==> src/rtl/fetch_pkg.sv <==
// Shared types and constants for the instruction fetch unit.
// Optional performance counters in instr_fetch are enabled by FETCH_PERF_EN.
package fetch_pkg;

    localparam int INST_W = 32;
    localparam int ADDR_W = 32;

    localparam logic [ADDR_W-1:0] PC_STEP    = ADDR_W'(4);
    // Clears the byte-offset bits so redirect targets are word aligned.
    localparam logic [ADDR_W-1:0] ALIGN_MASK = ~ADDR_W'(3);

    typedef enum logic [1:0] {
        IDLE = 2'd0,
        REQ  = 2'd1,
        DROP = 2'd2
    } fetch_state_t;

    typedef struct packed {
        logic [ADDR_W-1:0] addr;
        logic [INST_W-1:0] inst;
    } fetch_entry_t;

endpackage

==> src/rtl/fetch_fifo.sv <==
// Prefetch FIFO of fetch_entry_t with synchronous flush.
// The full flag is an internal overflow guard. The head reads as zero while
// the FIFO is empty.
module fetch_fifo
    import fetch_pkg::*;
#(
    parameter int DEPTH = 4
) (
    input  logic                     clk,
    input  logic                     rst,
    input  logic                     push,
    input  logic                     pop,
    input  logic                     flush,
    input  fetch_entry_t             wr_data,
    output fetch_entry_t             rd_data,
    output logic [$clog2(DEPTH):0]   count,
    output logic                     empty
);

    localparam int PTR_W = $clog2(DEPTH);
    localparam int CNT_W = PTR_W + 1;

    logic [PTR_W-1:0] wr_ptr;
    logic [PTR_W-1:0] rd_ptr;
    logic             full;
    logic             do_push;
    logic             do_pop;
    fetch_entry_t     mem [DEPTH];

    assign full    = (count == CNT_W'(DEPTH));
    assign empty   = (count == '0);
    assign do_push = push && !full;
    assign do_pop  = pop && !empty;

    // Pointer and occupancy update; flush wins over push/pop.
    // NOTE: sequential state uses non-blocking assignments so every register samples pre-edge values.
    always_ff @(posedge clk or negedge rst) begin
        if (!rst) begin
            wr_ptr <= '0;
            rd_ptr <= '0;
            count  <= '0;
        end else if (flush) begin
            wr_ptr <= '0;
            rd_ptr <= '0;
            count  <= '0;
        end else begin
            if (do_push) wr_ptr <= wr_ptr + PTR_W'(1);
            if (do_pop)  rd_ptr <= rd_ptr + PTR_W'(1);
            case ({do_push, do_pop})
                2'b10:   count <= count + CNT_W'(1);
                2'b01:   count <= count - CNT_W'(1);
                default: count <= count;
            endcase
        end
    end

    // Entry storage write.
    // NOTE: the storage array has no reset; pointers/count define validity and the head is masked while empty.
    always_ff @(posedge clk) begin
        if (do_push && !flush) mem[wr_ptr] <= wr_data;
    end

    assign rd_data = empty ? '0 : mem[rd_ptr];

endmodule

==> src/rtl/instr_fetch.sv <==
// Instruction fetch unit: memory req/ack handshake, PC advance and redirect
// handling, feeding a prefetch FIFO toward decode.
// Define FETCH_PERF_EN to add the perf_fetched / perf_dropped counters.
module instr_fetch
    import fetch_pkg::*;
#(
    parameter int DEPTH = 4
) (
    input  logic              clk,
    input  logic              rst,
    input  logic [ADDR_W-1:0] pc_addr,
    output logic              pc_load,
    output logic [ADDR_W-1:0] pc_next,
    input  logic              redirect,
    input  logic [ADDR_W-1:0] redirect_addr,
    output logic              imem_req,
    output logic [ADDR_W-1:0] imem_addr,
    input  logic              imem_ack,
    input  logic [INST_W-1:0] imem_rdata,
    output logic              inst_valid,
    input  logic              inst_ready,
    output logic [INST_W-1:0] inst_out,
    output logic [ADDR_W-1:0] inst_pc
`ifdef FETCH_PERF_EN
    ,
    output logic [31:0]       perf_fetched,
    output logic [31:0]       perf_dropped
`endif
);

    localparam int CNT_W = $clog2(DEPTH) + 1;

    fetch_state_t     state;
    fetch_state_t     state_next;
    logic             addr_latch;
    logic             push;
    logic             pop;
    logic             fifo_empty;
    logic [CNT_W-1:0] fifo_count;
    fetch_entry_t     push_entry;
    fetch_entry_t     head;

    assign imem_req   = (state == REQ) || (state == DROP);
    assign inst_valid = !fifo_empty;
    assign inst_out   = head.inst;
    assign inst_pc    = head.addr;
    assign pop        = inst_valid && inst_ready && !redirect;
    assign push_entry = '{addr: imem_addr, inst: imem_rdata};

    // Next-state, push and PC-update decode; redirect overrides the PC value.
    // NOTE: every output of this block gets a default first so no latch is inferred.
    always_comb begin
        state_next = state;
        addr_latch = 1'b0;
        push       = 1'b0;
        pc_load    = 1'b0;
        pc_next    = '0;
        case (state)
            IDLE: begin
                if (!redirect && (fifo_count < CNT_W'(DEPTH))) begin
                    addr_latch = 1'b1;
                    state_next = REQ;
                end
            end
            REQ: begin
                if (imem_ack) begin
                    state_next = IDLE;
                    if (!redirect) begin
                        push    = 1'b1;
                        pc_load = 1'b1;
                        pc_next = imem_addr + PC_STEP;
                    end
                end else if (redirect) begin
                    state_next = DROP;
                end
            end
            DROP: begin
                if (imem_ack && !redirect) state_next = IDLE;
            end
            default: state_next = IDLE;
        endcase
        if (redirect) begin
            pc_load = 1'b1;
            pc_next = redirect_addr & ALIGN_MASK;
        end
    end

    // State register and request address, held stable while a request is outstanding.
    always_ff @(posedge clk or negedge rst) begin
        if (!rst) begin
            state     <= IDLE;
            imem_addr <= '0;
        end else begin
            state <= state_next;
            if (addr_latch) imem_addr <= pc_addr;
        end
    end

    fetch_fifo #(
        .DEPTH (DEPTH)
    ) u_fifo (
        .clk     (clk),
        .rst     (rst),
        .push    (push),
        .pop     (pop),
        .flush   (redirect),
        .wr_data (push_entry),
        .rd_data (head),
        .count   (fifo_count),
        .empty   (fifo_empty)
    );

`ifdef FETCH_PERF_EN
    logic        drop_ack;
    logic [31:0] flushed;

    assign drop_ack = imem_ack && ((state == DROP) || ((state == REQ) && redirect));
    assign flushed  = redirect ? 32'(fifo_count) : 32'd0;

    // Fetch/drop counters; flushed entries add the occupancy at flush time.
    always_ff @(posedge clk or negedge rst) begin
        if (!rst) begin
            perf_fetched <= '0;
            perf_dropped <= '0;
        end else begin
            perf_fetched <= perf_fetched + 32'(push);
            perf_dropped <= perf_dropped + 32'(drop_ack) + flushed;
        end
    end
`else
    // Counters are not built in this configuration.
`endif

endmodule
==> config.mk <==
export PLATFORM = sky130hd
export DESIGN_NAME = instr_fetch
export DESIGN_NICKNAME = d
export VERILOG_FILES = /design/src/rtl/fetch_pkg.sv /design/src/rtl/fetch_fifo.sv /design/src/rtl/instr_fetch.sv
export SDC_FILE = /design/constraint.sdc
export NUM_CORES = 1
export LEC_CHECK = 0
export ABC_AREA = 1
export CORE_ASPECT_RATIO = 0.7
export CORE_UTILIZATION = 50
export DETAILED_ROUTE_END_ITERATION = 10
export PLACE_DENSITY_LB_ADDON = 0.25
export SETUP_SLACK_MARGIN = 0.05
export SLEW_MARGIN = 30
export SYNTH_ARGS = -nofsm -noshare
export SYNTH_HDL_FRONTEND = slang
export SYNTH_SLANG_ARGS = --single-unit
==> constraint.sdc <==
create_clock -name clk -period 7.6 [get_ports clk]
set_clock_uncertainty 0.05 [all_clocks]
set_input_delay 1.52 -clock clk [delete_from_list [all_inputs] [get_ports clk]]
set_output_delay 1.52 -clock clk [all_outputs]
set_load 0.01 [all_outputs]
==> results of run 1 <==
## logic make-up (layout without fill, tap and decap cells)
logic type,count (synthesis),in the layout,share of synthesized area [%]
XOR/XNOR,1,1,0.0680
adder cells (fa/ha/maj),9,9,0.933
multiplexers,16,16,1.40
AND/OR/NAND/NOR,517,517,16.1
flip-flops,297,297,67.7
AO/OA/AOI/OAI,254,254,10.2
buffers and inverters,110,347,3.64
## per-layer routing
layer	track usage, %	vias up
met2	41.6	410
met5	0	-
met3	6.23	46
li1	-	4566
met1	34.6	4546
met4	5.78	2
## report_power, final
| group | leakage, nW | switching [mW] | total, mW | internal (mW) |
|---|---|---|---|---|
| sequential | 2.78 | 0.304 | 2.34 | 2.04 |
| combinational | 2.66 | 0.733 | 1.31 | 0.577 |
| clock | 0.482 | 0.594 | 1.50 | 0.902 |
| total | 5.93 | 1.63 | 5.15 | 3.52 |
## cell type report
class | count | area (sq um) | share of cell area [%]
Sequential cell | 297 | 8720 | 52.9
Multi-Input combinational cell | 797 | 3720 | 22.6
Timing Repair Buffer | 242 | 2430 | 14.7
Clock buffer | 34 | 744 | 4.52
Tap cell | 325 | 407 | 2.47
Clock inverter | 20 | 250 | 1.52
Inverter | 51 | 195 | 1.19
## layout by cell type (no fill, tap or decap), types with 4 or more instances in the layout
cell / Yosys / final
buf_4: 1 / 10
clkinv_2: 0 / 4
nand2_2: 3 / 4
bufinv_16: 0 / 6
ha_1: 8 / 8
clkdlybuf4s50_1: 0 / 228
inv_1: 46 / 45
edfxtp_1: 256 / 256
nand3_1: 18 / 18
nor2_1: 334 / 330
a21oi_1: 92 / 92
nor2_4: 4 / 8
nand4_1: 7 / 7
clkinv_1: 1 / 9
clkbuf_16: 0 / 29
o21ai_0: 148 / 148
dfrtp_1: 41 / 39
nand2_1: 140 / 139
mux2_2: 16 / 16
clkbuf_1: 16 / 5
## synth_stat cells (2+ instances only)
cell / n / area, sq um
a21oi_1: 92 / 460
nand2_2: 3 / 18.8
or2_2: 2 / 12.5
nor3_1: 2 / 10.0
mux2_2: 16 / 180
dfrtp_1: 41 / 1030
nand2_4: 2 / 22.5
nor2_4: 4 / 45.0
nand2_1: 140 / 526
nand3_2: 2 / 20.0
ha_1: 8 / 100
buf_1: 17 / 63.8
a22o_1: 2 / 17.5
buf_2: 22 / 110
edfxtp_1: 256 / 7690
inv_1: 46 / 173
o21ai_1: 3 / 15.0
clkbuf_1: 16 / 60.1
nand3_1: 18 / 90.1
a32o_1: 3 / 30.0
nand4_1: 7 / 43.8
o211ai_1: 3 / 22.5
nor2_1: 334 / 1250
o21ai_0: 148 / 741
inv_2: 3 / 11.3
## sequential cells by signal, summed over array words and instances (netlist names)
register / flops
u_fifo.wr_ptr: 2
u_fifo.rd_ptr: 2
u_fifo.mem: 256
state: 2
imem_addr: 32
u_fifo.count: 3
## through the flow
stage               setup slack, ns  cells  hold WS (ns)
floorplan                      2.41   1204         0.428
global placement               1.86   1710         0.453
detailed placement             1.88   1712         0.465
CTS                            1.88   1766         0.479
global route                   1.70   1766         0.527
finish                         1.88   1766         0.482
## critical path, stage by stage
cell	delay, ns
clkdlybuf4s50_1	0.40
buf_4	0.26
inv_4	0.14
nand2_4	0.08
nor2_8	0.31
clkinv_1	0.46
a21oi_1	0.24
nand2_1	0.09
nand2_1	0.09
clkdlybuf4s50_1	0.54
## worst max path at each step
stage | start | end | slack (ns) | cells after the start
floorplan | redirect | u_fifo.mem[0][0]$_DFFE_PP_ | 2.41 | 6
global placement | redirect | pc_next[24] | 1.86 | 10
detailed placement | redirect | pc_next[24] | 1.88 | 10
CTS | redirect | pc_next[24] | 1.88 | 10
global route | redirect | pc_next[31] | 1.70 | 10
finish | redirect | pc_next[24] | 1.88 | 10
==> impl_metrics.env, run 1 <==
export IMPL_fp_coreArea_sq_um=25000
export IMPL_drv_slew=0
export IMPL_holdBufCountCts=0
export IMPL_status="complete, no violations"
export IMPL_placed_area_sq_um=15500
export IMPL_grt_max_degree=104
export IMPL_htree_num_levels=1
export IMPL_nFillCells=1922
export IMPL_p_leak_nw=5.93
export IMPL_drive_above_1_share_pct=6.87
export IMPL_grt_pass1_wl_um=51300
export IMPL_final_util_pct=65.9
export IMPL_syn_inst=1204
export IMPL_vias=9570
export IMPL_critical_path_arrival_ns=4.15
export IMPL_p_per_area_nw_per_um2=313
export IMPL_clock_sinks=297
export IMPL_grt_pass1_vias=9267
export IMPL_setup_tns_ns=0
export IMPL_die_w_um=194
export IMPL_critPathKind="primary input to primary output"
export IMPL_fp_dieH_um=136
export IMPL_avgSynthCellArea_sq_um=10.7
export IMPL_cts_root_buffer_cell="clkbuf_16"
export IMPL_yosys_warnings=0
export IMPL_syn_cell_area_sq_um=12900
export IMPL_reg2reg_from="state[1]$_DFFE_PN0P_"
export IMPL_ant_nets=0
export IMPL_port_buffers=229
export IMPL_track_usage_pct=25.4
export IMPL_gr_total_overflow=0
export IMPL_endpoint_kind="primary output"
export IMPL_drtIter0Drc=752
export IMPL_hold_path_depth=2
export IMPL_wl_met3_um=2950
export IMPL_rr_worst_depth=7
export IMPL_r2r_end="u_fifo.mem[2][53]$_DFFE_PP_"
export IMPL_layout_nets=1528
export IMPL_finalHoldViolations=0
export IMPL_rsz0062_at_grt="false"
export IMPL_power_total_mw=5.15
export IMPL_required_ns=6.03
export IMPL_min_to="state[1]$_DFFE_PN0P_"
export IMPL_cts_resized=0
export IMPL_diodes=0
export IMPL_setup_violations=0
export IMPL_top_layer="met5"
export IMPL_max_freq_mhz=175
export IMPL_synthFlopType="edfxtp_1"
export IMPL_hold_path_startpoint="state[1]$_DFFE_PN0P_"
export IMPL_die_area_sq_um=26400
export IMPL_synth_seq_area_share_pct=67.7
export IMPL_synth_nets=1314
export IMPL_relSlewSlack_pct=42.0
export IMPL_synth_edf_count=256
export IMPL_routed_via_density=5.42
export IMPL_hold_path_class="flop to flop"
export IMPL_met1_length_um=14400
export IMPL_postCtsSetupBuffers=0
export IMPL_antenna_found_initial=1
export IMPL_worstPathMaxFanout=35
export IMPL_ys_ff_latch=297
export IMPL_async_flop_share_pct=13.8
export IMPL_clkTransAtPathRegs_ns=0.06
export IMPL_final_min_clock_period_ns=5.72
export IMPL_drtPass1Iterations=5
export IMPL_r2r_slack_ns=4.56
export IMPL_tightest_slew_ns=0.871
export IMPL_clockBufferDepth=3
export IMPL_hpwl_um=20500
export IMPL_io_pins=232
export IMPL_peakVddDrop_mv=0.269
export IMPL_fin_area_sq_um=16500
export IMPL_routed_wl_um=33600
export IMPL_initial_core_util_pct=51.5
export IMPL_gp_congestion=0.874
export IMPL_synth_distinct_cells=39
export IMPL_post_route_period_util_pct=75.2
export IMPL_cts_tree="yes"
export IMPL_maxCapViolations=0
export IMPL_syn_to_final_growth_pct=27.9
export IMPL_wl_per_cell_um=19.0
export IMPL_cp_start_kind="primary input"
export IMPL_met2_length_um=15600
export IMPL_rows=48
export IMPL_cts_buffers=29
export IMPL_clock_latency_ns=0.54
export IMPL_drc=0
Power figures use the tool's default switching activity.
==> inputs of run 2 (changes only) <==
- clock period: 7.6 -> 5.3 ns (I/O delays scaled with it)
==> impl_metrics.env, run 2 (synthesis gave the netlist of run 1 again) <==
export IMPL_critical_path_arrival_ns=3.49
export IMPL_track_usage_pct=25.4
export IMPL_drtPass1Iterations=5
export IMPL_clock_sinks=297
export IMPL_grt_pass1_wl_um=51100
export IMPL_r2r_slack_ns=2.58
export IMPL_p_per_area_nw_per_um2=440
export IMPL_antenna_found_initial=0
export IMPL_swShare_pct=32.0
export IMPL_holdBufCountCts=0
export IMPL_fin_cells=1765
export IMPL_fp_dieH_um=136
export IMPL_required_ns=4.19
export IMPL_p_int_mw=4.91
export IMPL_gp_congestion=0.879
export IMPL_cts_resized=0
export IMPL_vias=9563
export IMPL_htree_num_levels=1
export IMPL_drive_above_1_share_pct=7.01
export IMPL_rsz0062_at_grt="false"
export IMPL_cts_tree="yes"
export IMPL_drv_slew=0
export IMPL_comb_power_share_pct=26.0
export IMPL_gr_total_overflow=0
export IMPL_largest_register_ffs=256
export IMPL_grt_pass1_vias=9184
export IMPL_dp_cells=1715
export IMPL_mostFrequentLayoutCells="nor2_1 (330), edfxtp_1 (256), clkdlybuf4s50_1 (228)"
export IMPL_finalWorstSetupSlack_ns=0.700
export IMPL_dp_slack_ns=0.672
export IMPL_setup_tns_ns=0
export IMPL_critPathKind="primary input to primary output"
export IMPL_worstPathMaxFanout=24
export IMPL_clkTransAtPathRegs_ns=0.06
export IMPL_maxCapViolations=0
export IMPL_endpoint_kind="primary output"
export IMPL_post_route_period_util_pct=86.8
export IMPL_routed_wl_um=33800
export IMPL_clock_latency_ns=0.53
export IMPL_peakVddDrop_mv=0.310
export IMPL_cts_root_buffer_cell="clkbuf_16"
export IMPL_port_buffers=229
export IMPL_tightest_slew_ns=0.962
export IMPL_p_sw_mw=2.31
export IMPL_power_total_mw=7.22
export IMPL_hold_path_class="primary input to asynchronous set/reset pin"
export IMPL_syn_to_final_growth_pct=27.3
export IMPL_initial_core_util_pct=51.5
export IMPL_p_clk_share_pct=27.3
export IMPL_diodes=0
export IMPL_fp_coreArea_sq_um=25000
export IMPL_setup_violations=0
export IMPL_relSlewSlack_pct=35.9
export IMPL_grt_max_degree=97
export IMPL_cts_buffers=28
export IMPL_clockBufferDepth=3
export IMPL_finalHoldViolations=0
export IMPL_cp_start_kind="primary input"
export IMPL_final_common_cell="nor2_1"
export IMPL_final_min_clock_period_ns=4.60
export IMPL_nFillCells=1919
export IMPL_io_pins=232
export IMPL_rows=48
export IMPL_drc=0
export IMPL_die_w_um=194
export IMPL_drtIter0Drc=698
export IMPL_postCtsSetupBuffers=0
export IMPL_routed_via_density=5.42
export IMPL_max_freq_mhz=217
export IMPL_final_util_pct=65.6
export IMPL_wl_per_cell_um=19.2
export IMPL_hpwl_um=20900
export IMPL_die_area_sq_um=26400
export IMPL_top_register="u_fifo.mem"
export IMPL_ant_nets=0
export IMPL_status="complete, no violations"
export IMPL_reg_largest_list="u_fifo.mem (256), imem_addr (32), u_fifo.count (3)"
export IMPL_p_leak_nw=5.91
export IMPL_layout_nets=1530
export IMPL_seq_power_share_pct=46.8
## run 2: cell count changes in the layout (fill, tap and decap cells not counted), sizes merged
cell and change:
clkinv -4, buf +3, clkbuf +5, inv -1, bufinv -4
## run 2: cell type report
cell class | count | area, sq um | share of cell area (%)
multi-input combinational | 797 | 3720 | 22.7
sequential | 297 | 8720 | 53.2
clock inverter | 11 | 109 | 0.664
clock buffer | 39 | 803 | 4.90
timing repair buffer | 245 | 2430 | 14.9
inverter | 51 | 195 | 1.19
tap | 325 | 407 | 2.48
## run 2: power by group through the flow
stage / clock network, mW / logic [mW] / registers (mW)
finish: 1.97 / 1.87 / 3.37
global route: 2.09 / 2.05 / 3.41
CTS: 1.99 / 1.89 / 3.37
detailed placement: 0 / 1.87 / 3.41
global placement: 0 / 1.85 / 3.40
floorplan: 0 / 0.954 / 3.25
## run 2: worst max-delay path, stage by stage
cell	delay, ns
clkdlybuf4s50_1	0.48
inv_4	0.13
nand2_4	0.08
nor2_8	0.31
clkinv_1	0.45
a21oi_1	0.25
nand2_1	0.09
nand2_1	0.09
clkdlybuf4s50_1	0.55
## run 2: final timing paths
kind                                           start                           end  depth (start not counted)
worst max-delay path                        redirect                   pc_next[24]                          9
max in group asynchronous                        rst  u_fifo.rd_ptr[0]$_DFFE_PN0P_                          1
worst max register to register  state[1]$_DFFE_PN0P_   u_fifo.mem[1][36]$_DFFE_PP_                          7
min in group clk                state[1]$_DFFE_PN0P_          state[1]$_DFFE_PN0P_                          2
worst min register to register  state[1]$_DFFE_PN0P_          state[1]$_DFFE_PN0P_                          2
worst min-delay path                             rst     imem_addr[26]$_DFFE_PN0P_                          1
## run 2: stage by stage
step / cell area [sq um] / hold slack, ns
finish: 16400 / 0.472
global route: 16400 / 0.505
CTS: 16400 / 0.481
detailed placement: 15500 / 0.467
global placement: 15500 / 0.452
floorplan: 12900 / 0.428
## run 2: routing by layer
layer	wire, um	up-vias	track usage, %
met2	15600	351	41.1
met1	14800	4592	34.9
met5	0	-	0
met3	2810	47	6.08
li1	-	4573	-
met4	636	0	5.96
==> inputs of run 3 (changes only) <==
- PLACE_DENSITY: not set -> 0.74
- PLACE_DENSITY_LB_ADDON: 0.25 -> not set
==> impl_metrics.env, run 3 (synthesis gave the netlist of run 1 again) <==
export IMPL_reg_largest_list="u_fifo.mem (256), imem_addr (32), u_fifo.count (3)"
export IMPL_fp_dieH_um=136
export IMPL_grt_max_degree=66
export IMPL_hold_path_depth=2
export IMPL_required_ns=4.19
export IMPL_track_usage_pct=25.4
export IMPL_wl_per_cell_um=19.1
export IMPL_routed_wl_um=33900
export IMPL_peakVddDrop_mv=0.398
export IMPL_rr_worst_depth=7
export IMPL_layout_nets=1532
export IMPL_rsz0062_at_grt="false"
export IMPL_clockBufferDepth=3
export IMPL_postCtsSetupBuffers=0
export IMPL_drtIter0Drc=691
export IMPL_port_buffers=229
export IMPL_die_area_sq_um=26400
export IMPL_multi_input_area_sq_um=3720
export IMPL_diodes=0
export IMPL_syn_to_final_growth_pct=28.1
export IMPL_rows=48
export IMPL_status="complete, no violations"
export IMPL_gr_total_overflow=0
export IMPL_drc=0
export IMPL_cp_slowest_cell="clkdlybuf4s50_1"
export IMPL_tightest_slew_ns=0.917
export IMPL_cts_buffers=28
export IMPL_max_freq_mhz=218
export IMPL_crit_buf_inv=4
export IMPL_hold_path_class="flop to flop"
export IMPL_initial_core_util_pct=51.5
export IMPL_nFillCells=1947
export IMPL_slowest_delay_ns=0.54
export IMPL_p_leak_nw=5.97
export IMPL_p_per_area_nw_per_um2=449
export IMPL_endpoint_kind="primary output"
export IMPL_htree_num_levels=1
export IMPL_clock_sinks=297
export IMPL_critPathKind="primary input to primary output"
export IMPL_register_area_sq_um=8720
export IMPL_ant_nets=0
export IMPL_critical_path_arrival_ns=3.47
export IMPL_r2r_end="u_fifo.mem[3][56]$_DFFE_PP_"
export IMPL_min_to="state[1]$_DFFE_PN0P_"
export IMPL_grt_pass1_wl_um=51000
export IMPL_finalHoldViolations=0
export IMPL_final_common_cell="nor2_1"
export IMPL_antenna_found_initial=0
export IMPL_hold_path_startpoint="state[1]$_DFFE_PN0P_"
export IMPL_cp_top_family="buffers and inverters"
export IMPL_setup_violations=0
export IMPL_gp_congestion=0.895
export IMPL_mostFrequentLayoutCells="nor2_1 (330), edfxtp_1 (256), clkdlybuf4s50_1 (228)"
export IMPL_relSlewSlack_pct=38.6
export IMPL_holdBufCountCts=0
export IMPL_final_min_clock_period_ns=4.58
export IMPL_maxCapViolations=0
export IMPL_post_route_period_util_pct=86.5
export IMPL_top_register="u_fifo.mem"
export IMPL_drtPass1Iterations=5
export IMPL_drv_slew=0
export IMPL_cts_root_buffer_cell="clkbuf_16"
export IMPL_placed_area_sq_um=15500
export IMPL_cts_resized=0
export IMPL_r2r_slack_ns=2.51
export IMPL_fp_coreArea_sq_um=25000
export IMPL_drive_above_1_share_pct=7.69
export IMPL_hpwl_um=21100
export IMPL_fin_area_sq_um=16500
export IMPL_grt_pass1_vias=9157
export IMPL_io_pins=232
export IMPL_setup_tns_ns=0
export IMPL_routed_via_density=5.42
export IMPL_clock_latency_ns=0.54
export IMPL_worstPathMaxFanout=24
export IMPL_clkTransAtPathRegs_ns=0.06
export IMPL_reg2reg_from="state[1]$_DFFE_PN0P_"
export IMPL_cp_cell_sequence="clkdlybuf4s50_1 -> inv_4 -> nand2_4 -> nor2_8 -> clkinv_1 -> a21oi_1 -> nand2_1 -> nand2_1 -> clkdlybuf4s50_1"
export IMPL_vias=9595
export IMPL_die_w_um=194
export IMPL_largest_register_ffs=256
export IMPL_cp_start_kind="primary input"
export IMPL_cts_tree="yes"
==> run 3: cell types whose count changed in the layout (fill, tap and decap cells not counted) <==
cell	change
inv_8	-1
buf_4	+2
bufinv_16	+4
clkinvlp_4	-1
clkbuf_16	-1
clkinv_2	+6
buf_12	-1
clkinv_8	+1
buf_2	+1
clkbuf_1	-6
==> run 3: worst max path at each step <==
stage | end | depth (start not counted) | start
detailed placement | pc_next[29] | 9 | redirect
CTS | pc_next[29] | 9 | redirect
global route | inst_pc[23] | 7 | u_fifo.rd_ptr[0]$_DFFE_PN0P_
floorplan | u_fifo.mem[0][0]$_DFFE_PP_ | 6 | redirect
finish | pc_next[29] | 9 | redirect
global placement | pc_next[29] | 9 | redirect
==> run 3: cell type report <==
class	count	share of cell area (%)
flip-flops and latches	297	52.9
multi-input cells	797	22.6
clock inverters	20	1.56
clock buffers	32	4.58
repair buffers	247	14.8
inverters	51	1.18
well taps	325	2.47
==> run 3: per-layer routing <==
layer  routed length (um)  vias to the layer above  share of wire [%]  global-route usage, %
met5                    0                        -                  0                      0
met4                  919                        0                2.7                   7.91
met3                 2800                       70                8.3                   5.63
met2                15400                      365                 45                   40.7
met1                14800                     4578                 44                   34.9
li1                     -                     4582                  -                      -
==> run 3: power breakdown <==
part	total [mW]	internal, mW	leakage, nW	switching [mW]
clock	2.16	1.31	0.507	0.845
combinational	1.90	0.833	2.68	1.06
sequential	3.35	2.92	2.78	0.428
==> run 3: tightest hold or removal path, cell delays in order (launching register included) <==
cell and delay [ns]:
dfrtp_1 0.37, nand2_1 0.06, o21ai_0 0.06
==> run 3: metrics by stage <==
stage               hold WS, ns  total power [mW]  instances  setup WS, ns  util (%)
finish                    0.476              7.40       1769         0.715      66.0
floorplan                 0.428              4.21       1204         0.565         -
CTS                       0.475              7.44       1769         0.723      66.0
global placement          0.455              5.23       1717         0.724      62.0
detailed placement        0.459              5.27       1717         0.729      62.0
global route              0.505              7.74       1769         0.524      66.0
